--- src/rtl/cpm_bank_sched.sv ---
// cpm_bank_sched -- multi-bank burst scheduler.
//
// Each of BANK_N = 2^IDX_AW banks runs its own IDLE/BUSY machine with a beat
// counter, an owner register and a round-robin pointer. Requesters target one
// bank each (REQ_IDX) and ask for a burst of REQ_LEN+1 beats. A bank accepts
// a new owner when idle or on the last beat of its current burst, so bursts
// chain across owners with no bubble.
//
// Ports:
//   clk       rising-edge clock
//   rst       asynchronous active-high reset
//   REQ_VLD   per-requester request valid, held until accepted
//   REQ_IDX   per-requester target bank (REQ_DW x IDX_AW, packed)
//   REQ_LEN   per-requester burst length minus one (REQ_DW x LEN_W, packed)
//   REQ_RDY   combinational accept pulse, high in the acceptance cycle
//   GNT_ARB   registered: requester owns its bank this cycle (one beat)
//   GNT_IDX   registered: owner of each bank, 0 when idle (BANK_N x REQ_AW)
//   BANK_BSY  registered: bank is in BUSY
//   REQ_DONE  registered: last beat of the owner's burst
module cpm_bank_sched #(
  parameter  int REQ_DW = 4,
  parameter  int IDX_AW = 2,
  parameter  int LEN_W  = 4,
  localparam int REQ_AW = $clog2(REQ_DW),
  localparam int BANK_N = 1 << IDX_AW
) (
  input  logic                       clk,
  input  logic                       rst,
  input  logic [REQ_DW-1:0]          REQ_VLD,
  input  logic [REQ_DW*IDX_AW-1:0]   REQ_IDX,
  input  logic [REQ_DW*LEN_W-1:0]    REQ_LEN,
  output logic [REQ_DW-1:0]          REQ_RDY,
  output logic [REQ_DW-1:0]          GNT_ARB,
  output logic [BANK_N*REQ_AW-1:0]   GNT_IDX,
  output logic [BANK_N-1:0]          BANK_BSY,
  output logic [REQ_DW-1:0]          REQ_DONE
);

  typedef enum logic {S_IDLE, S_BUSY} state_t;

  state_t                r_state [BANK_N];
  logic [LEN_W-1:0]      r_cnt   [BANK_N];
  logic [REQ_AW-1:0]     r_own   [BANK_N];
  logic [REQ_AW-1:0]     r_ptr   [BANK_N];
  logic [REQ_DW-1:0]     r_gnt_arb;
  logic [BANK_N*REQ_AW-1:0] r_gnt_idx;
  logic [BANK_N-1:0]     r_bank_bsy;
  logic [REQ_DW-1:0]     r_req_done;

  state_t                w_nxt_state [BANK_N];
  logic [LEN_W-1:0]      w_nxt_cnt   [BANK_N];
  logic [REQ_AW-1:0]     w_nxt_own   [BANK_N];
  logic [REQ_AW-1:0]     w_nxt_ptr   [BANK_N];
  logic [REQ_DW-1:0]     w_cand      [BANK_N];
  logic [REQ_AW:0]       w_pick      [BANK_N];
  logic [BANK_N-1:0]     w_acc;
  logic [REQ_DW-1:0]     w_blocked;
  logic [REQ_DW-1:0]     w_gnt_n;
  logic [REQ_DW-1:0]     w_done_n;
  logic [BANK_N*REQ_AW-1:0] w_gidx_n;
  logic [BANK_N-1:0]     w_bsy_n;

  // Round-robin pick: first set bit searching upward from ptr+1 with wrap.
  // Returns {found, index}.
  function automatic logic [REQ_AW:0] rr_pick(input logic [REQ_DW-1:0] cand,
                                              input logic [REQ_AW-1:0] ptr);
    logic [REQ_AW:0] res;
    int k;
    res = '0;
    for (int i = 1; i <= REQ_DW; i++) begin
      k = (int'(ptr) + i) % REQ_DW;
      if (!res[REQ_AW] && cand[k]) res = {1'b1, REQ_AW'(k)};
    end
    return res;
  endfunction

  always_comb begin
    // A requester still owning beats after this cycle may not start a new
    // burst; on its last beat it is free to be re-accepted back-to-back.
    w_blocked = '0;
    for (int b = 0; b < BANK_N; b++)
      for (int r = 0; r < REQ_DW; r++)
        if (r_state[b] == S_BUSY && r_cnt[b] != '0 && r_own[b] == REQ_AW'(r))
          w_blocked[r] = 1'b1;

    REQ_RDY  = '0;
    w_gnt_n  = '0;
    w_done_n = '0;
    w_gidx_n = '0;
    w_bsy_n  = '0;
    w_acc    = '0;
    for (int b = 0; b < BANK_N; b++) begin
      for (int r = 0; r < REQ_DW; r++)
        w_cand[b][r] = REQ_VLD[r] && !w_blocked[r] &&
                       (REQ_IDX[r*IDX_AW +: IDX_AW] == IDX_AW'(b));
      w_pick[b] = rr_pick(w_cand[b], r_ptr[b]);
      w_acc[b]  = w_pick[b][REQ_AW] && (r_state[b] == S_IDLE || r_cnt[b] == '0);

      w_nxt_state[b] = r_state[b];
      w_nxt_cnt[b]   = r_cnt[b];
      w_nxt_own[b]   = r_own[b];
      w_nxt_ptr[b]   = r_ptr[b];
      if (w_acc[b]) begin
        w_nxt_state[b] = S_BUSY;
        w_nxt_cnt[b]   = REQ_LEN[int'(w_pick[b][REQ_AW-1:0])*LEN_W +: LEN_W];
        w_nxt_own[b]   = w_pick[b][REQ_AW-1:0];
        w_nxt_ptr[b]   = w_pick[b][REQ_AW-1:0];
        if (!rst) REQ_RDY[w_pick[b][REQ_AW-1:0]] = 1'b1;
      end else if (r_state[b] == S_BUSY) begin
        if (r_cnt[b] == '0) begin
          w_nxt_state[b] = S_IDLE;
          w_nxt_own[b]   = '0;
        end else begin
          w_nxt_cnt[b] = r_cnt[b] - LEN_W'(1);
        end
      end

      // Outputs are decoded from next state so they register in step with it.
      if (w_nxt_state[b] == S_BUSY) begin
        w_gnt_n[w_nxt_own[b]] = 1'b1;
        if (w_nxt_cnt[b] == '0) w_done_n[w_nxt_own[b]] = 1'b1;
        w_gidx_n[b*REQ_AW +: REQ_AW] = w_nxt_own[b];
        w_bsy_n[b] = 1'b1;
      end
    end
  end

  always_ff @(posedge clk or posedge rst) begin
    if (rst) begin
      for (int b = 0; b < BANK_N; b++) begin
        r_state[b] <= S_IDLE;
        r_cnt[b]   <= '0;
        r_own[b]   <= '0;
        r_ptr[b]   <= REQ_AW'(REQ_DW - 1);
      end
      r_gnt_arb  <= '0;
      r_gnt_idx  <= '0;
      r_bank_bsy <= '0;
      r_req_done <= '0;
    end else begin
      for (int b = 0; b < BANK_N; b++) begin
        r_state[b] <= w_nxt_state[b];
        r_cnt[b]   <= w_nxt_cnt[b];
        r_own[b]   <= w_nxt_own[b];
        r_ptr[b]   <= w_nxt_ptr[b];
      end
      r_gnt_arb  <= w_gnt_n;
      r_gnt_idx  <= w_gidx_n;
      r_bank_bsy <= w_bsy_n;
      r_req_done <= w_done_n;
    end
  end

  assign GNT_ARB  = r_gnt_arb;
  assign GNT_IDX  = r_gnt_idx;
  assign BANK_BSY = r_bank_bsy;
  assign REQ_DONE = r_req_done;

endmodule

--- config.mk ---
export PLATFORM = sky130hd
export DESIGN_NAME = cpm_bank_sched
export DESIGN_NICKNAME = d
export VERILOG_FILES = /design/src/rtl/cpm_bank_sched.sv
export SDC_FILE = /design/constraint.sdc
export NUM_CORES = 1
export LEC_CHECK = 0
export CORE_MARGIN = 1
export CORE_UTILIZATION = 50
export DETAILED_ROUTE_END_ITERATION = 7
export GPL_TIMING_DRIVEN = 0
export PLACE_DENSITY = 0.78
export SLEW_MARGIN = 20
export SYNTH_ARGS = -nofsm -noshare
export SYNTH_HDL_FRONTEND = slang
export SYNTH_SLANG_ARGS = --single-unit
--- constraint.sdc ---
create_clock -name clk -period 5.7 [get_ports clk]
set_input_delay 1.71 -clock clk [delete_from_list [all_inputs] [get_ports clk]]
set_output_delay 1.71 -clock clk [all_outputs]
set_load 0.01 [all_outputs]
==> results.json <==
{
  "antenna_cells": 0,
  "multiInputGateArea_mm2": 0.00297,
  "worstHoldPathCells": 2,
  "finalCriticalPeriod_ns": 5.65,
  "fillers": 626,
  "setup_violations": 0,
  "firstDrtPassIters": 5,
  "ys_top_cells_by_count": "nand2_1 (57), dfrtp_1 (44), nor2_1 (44), a21oi_1 (28), inv_1 (28)",
  "insertion_delay_ns": 0.33,
  "rsz0062_at_grt": "yes",
  "met2_usage_pct": 55.1,
  "syn_area_mm2": 0.00417,
  "worst_slew_pin_slew_ns": 0.929,
  "hold_viol": 0,
  "combPwrFrac_pct": 67.9,
  "required_ns": 3.99,
  "yosysMostFrequentCell": "nand2_1",
  "p_leak_nw": 2.30,
  "grt.total_usage_pct": 34.1,
  "slowest_stage": "or4b_4",
  "synth-main-ff-cell": "dfrtp_1",
  "synthTopCellsByArea": "dfrtp_1 (26%), mux2i_1 (6.5%), nand2_1 (5.1%)",
  "via_per_inst": 6.67,
  "outcome": "finished clean",
  "r2r_end": "REQ_DONE[0]",
  "crit_path_max_fanout": 6,
  "hold_class": "register to register",
  "synth_fp_nets": 526,
  "clkPwrFrac_pct": 7.8,
  "fp-row-count": 32,
  "grt_pass1_vias": 4282,
  "start_util_pct": 52.9,
  "grt_pass1_wl_mm": 22.5,
  "cts_tree": "built",
  "rrSetupSlack_ns": 0.90,
  "maxSlewHeadroom_pct": 37.5,
  "holdWs_ns": 0.515,
  "switching_power_w": 0.00145,
  "critPathBufInv": 4,
  "fin_ws_ns": 0.0453,
  "max_stage_delay_ns": 0.46,
  "startpoint_type": "input pin",
  "finalClockSkew_ns": 0.00852,
  "cts-buffers-inserted": 5,
  "ant_nets": 0,
  "dieArea_mm2": 0.00872,
  "top_usage_layer": "met2",
  "instances_no_fill": 687,
  "ys_seq_area_share_pct": 31.4,
  "drc": 0,
  "dp_slack_ns": -1.17,
  "area_growth_pct": 31.5,
  "regArea_mm2": 0.00131,
  "cap_violations": 0,
  "dp_hpwl_mm": 10.5,
  "synth_edf_count": 0,
  "slew_violations": 0,
  "die_h_um": 93.4,
  "max_freq_mhz": 177,
  "grt_util_met1_pct": 45.3,
  "synth.distinct_cells": 88,
  "worstHoldEndpoint": "r_ptr[4]",
  "p_sw_share_pct": 49.2,
  "core_mm2": 0.00789,
  "min_from": "r_ptr[4]",
  "antenna_found_initial": 0,
  "yosys_warnings": 0,
  "cp_top_family": "simple AND/OR/NAND/NOR gates",
  "wl_mm": 14.4,
  "p_seq_share_pct": 24.3,
  "vias": 4579,
  "grtUsageMet3_pct": 6.10,
  "top_level_ports": 54,
  "htreeDepth": 2,
  "grt_max_degree": 33,
  "endpoint_kind": "output port",
  "die_w_um": 93.4,
  "drive_gt1_share_pct": 23.4,
  "drtIter0Drc": 456,
  "vdd_drop_max_v": 0.000290,
  "nNetsFinal": 618,
  "syn_avg_cell_area_um2": 8.48,
  "clk_pin_slew_ns": 0.11,
  "crit_type": "input pin to output port",
  "yosysTopAreaCell": "dfrtp_1",
  "cts-root-buf": "clkbuf_8",
  "numPlacedInstances": 647,
  "arrival_ns": 3.94,
  "ctsHoldBuffers": 0,
  "wl_per_cell_um": 21.0,
  "finalCritPeriodShare_pct": 99.2,
  "worstPathCellList": "buf_8, o21ai_2, and4b_1, buf_6, or4b_4, a211o_1, nand4_1, buf_4, mux2i_4, o221a_2, nor2_2, buf_2",
  "p_int_w": 0.00150,
  "powerDensity_mw_per_mm2": 538,
  "synth-async-reset-ratio_pct": 100,
  "synth.top_cell.area_share_pct": 26.4,
  "cts.sinks": 52,
  "synth_cells": 492,
  "globalRouteOverflowTotal": 0,
  "io_buffers": 52,
  "synth_seq_cells": 52,
  "clock_path_buffers": 2,
  "r2r-start": "r_cnt[4]",
  "r2r_cells": 16,
  "gp_congestion": 0.996
}
==> tightest hold or removal path, stage by stage, from the launching register on <==
cell and delay, ns:
dfstp_2 0.40, nand2_1 0.05, o21ai_0 0.07
==> layout by cell type (no fill, tap or decap), types with 7 or more instances in the layout <==
master,n
mux2i_1,26
clkbuf_1,7
nand2b_1,8
dfstp_2,8
nor3_1,10
clkdlybuf4s50_1,37
nand3_1,15
o21ai_0,11
buf_4,30
nand4_1,7
nor2_1,36
inv_1,27
buf_6,9
o211ai_1,7
a21oi_1,24
and2_1,9
a211oi_1,7
nor2_2,8
nand2_1,53
dfrtp_1,44
and3_1,8
==> state kept, by name, indices dropped and copies added (netlist names) <==
name / flops
r_ptr: 8
r_cnt: 16
r_own: 8
GNT_ARB: 4
GNT_IDX: 8
BANK_BSY: 4
REQ_DONE: 4
==> how the worst max path moves through the flow <==
stage,endpoint,start,cells after the start
final,REQ_RDY[1],REQ_VLD[3],12
after CTS,REQ_RDY[1],REQ_VLD[3],12
after floorplan,REQ_RDY[1],REQ_VLD[3],9
after global routing,REQ_RDY[1],REQ_VLD[3],12
after detailed placement,REQ_RDY[1],REQ_VLD[3],11
after global placement,REQ_RDY[1],REQ_VLD[3],11
==> cells by family after synthesis <==
family                     synth area share (%)
AOI/OAI and AO/OA                          24.9
xor gates and xnor gates                  0.420
adders and majority gates                  1.20
buffers and inverters                      4.68
DFF                                        31.4
muxes                                      8.63
and+or+nand+nor                            28.8
==> per-stage QoR <==
stage | util, % | TNS, ns | power, W | area (um2)
4_1_cts | 68.1 | 0 | 0.00285 | 5370
2_1_floorplan | - | 0 | 0.00187 | 4170
6_report | 69.6 | 0 | 0.00295 | 5490
3_3_place_gp | 61.1 | -3.87 | 0.00237 | 4820
3_5_place_dp | 61.4 | -3.93 | 0.00240 | 4840
5_1_grt | 69.6 | -0.0220 | 0.00313 | 5490
==> repair_timing <==
item,in CTS,in global routing
setup endpoints to repair,4,4
endpoints found under the hold margin,0,0
resized for setup,89,18
pin swaps,21,11
setup buffers,26,7
==> power by group through the flow <==
stage	Sequential (W)	Combinational (W)	Clock, W
finish	0.000718	0.00201	0.000231
global route	0.000741	0.00214	0.000249
CTS	0.000707	0.00191	0.000232
global placement	0.000705	0.00166	0
detailed placement	0.000711	0.00169	0
floorplan	0.000698	0.00117	0
==> metal layers <==
metal,part of all wire [%],wire [um]
met4,3.9,568
met3,8.1,1170
met5,0,0
met2,47,6720
met1,41,5970
==> layout make-up <==
class	count	area share, %
Tap cell	102	2.33
Buffer	15	1.87
Clock buffer	5	1.25
Clock inverter	3	0.479
Inverter	28	1.92
Multi-Input combinational cell	396	54.1
Timing Repair Buffer	86	14.2
Sequential cell	52	23.9
(Power assumes the default switching activity.)
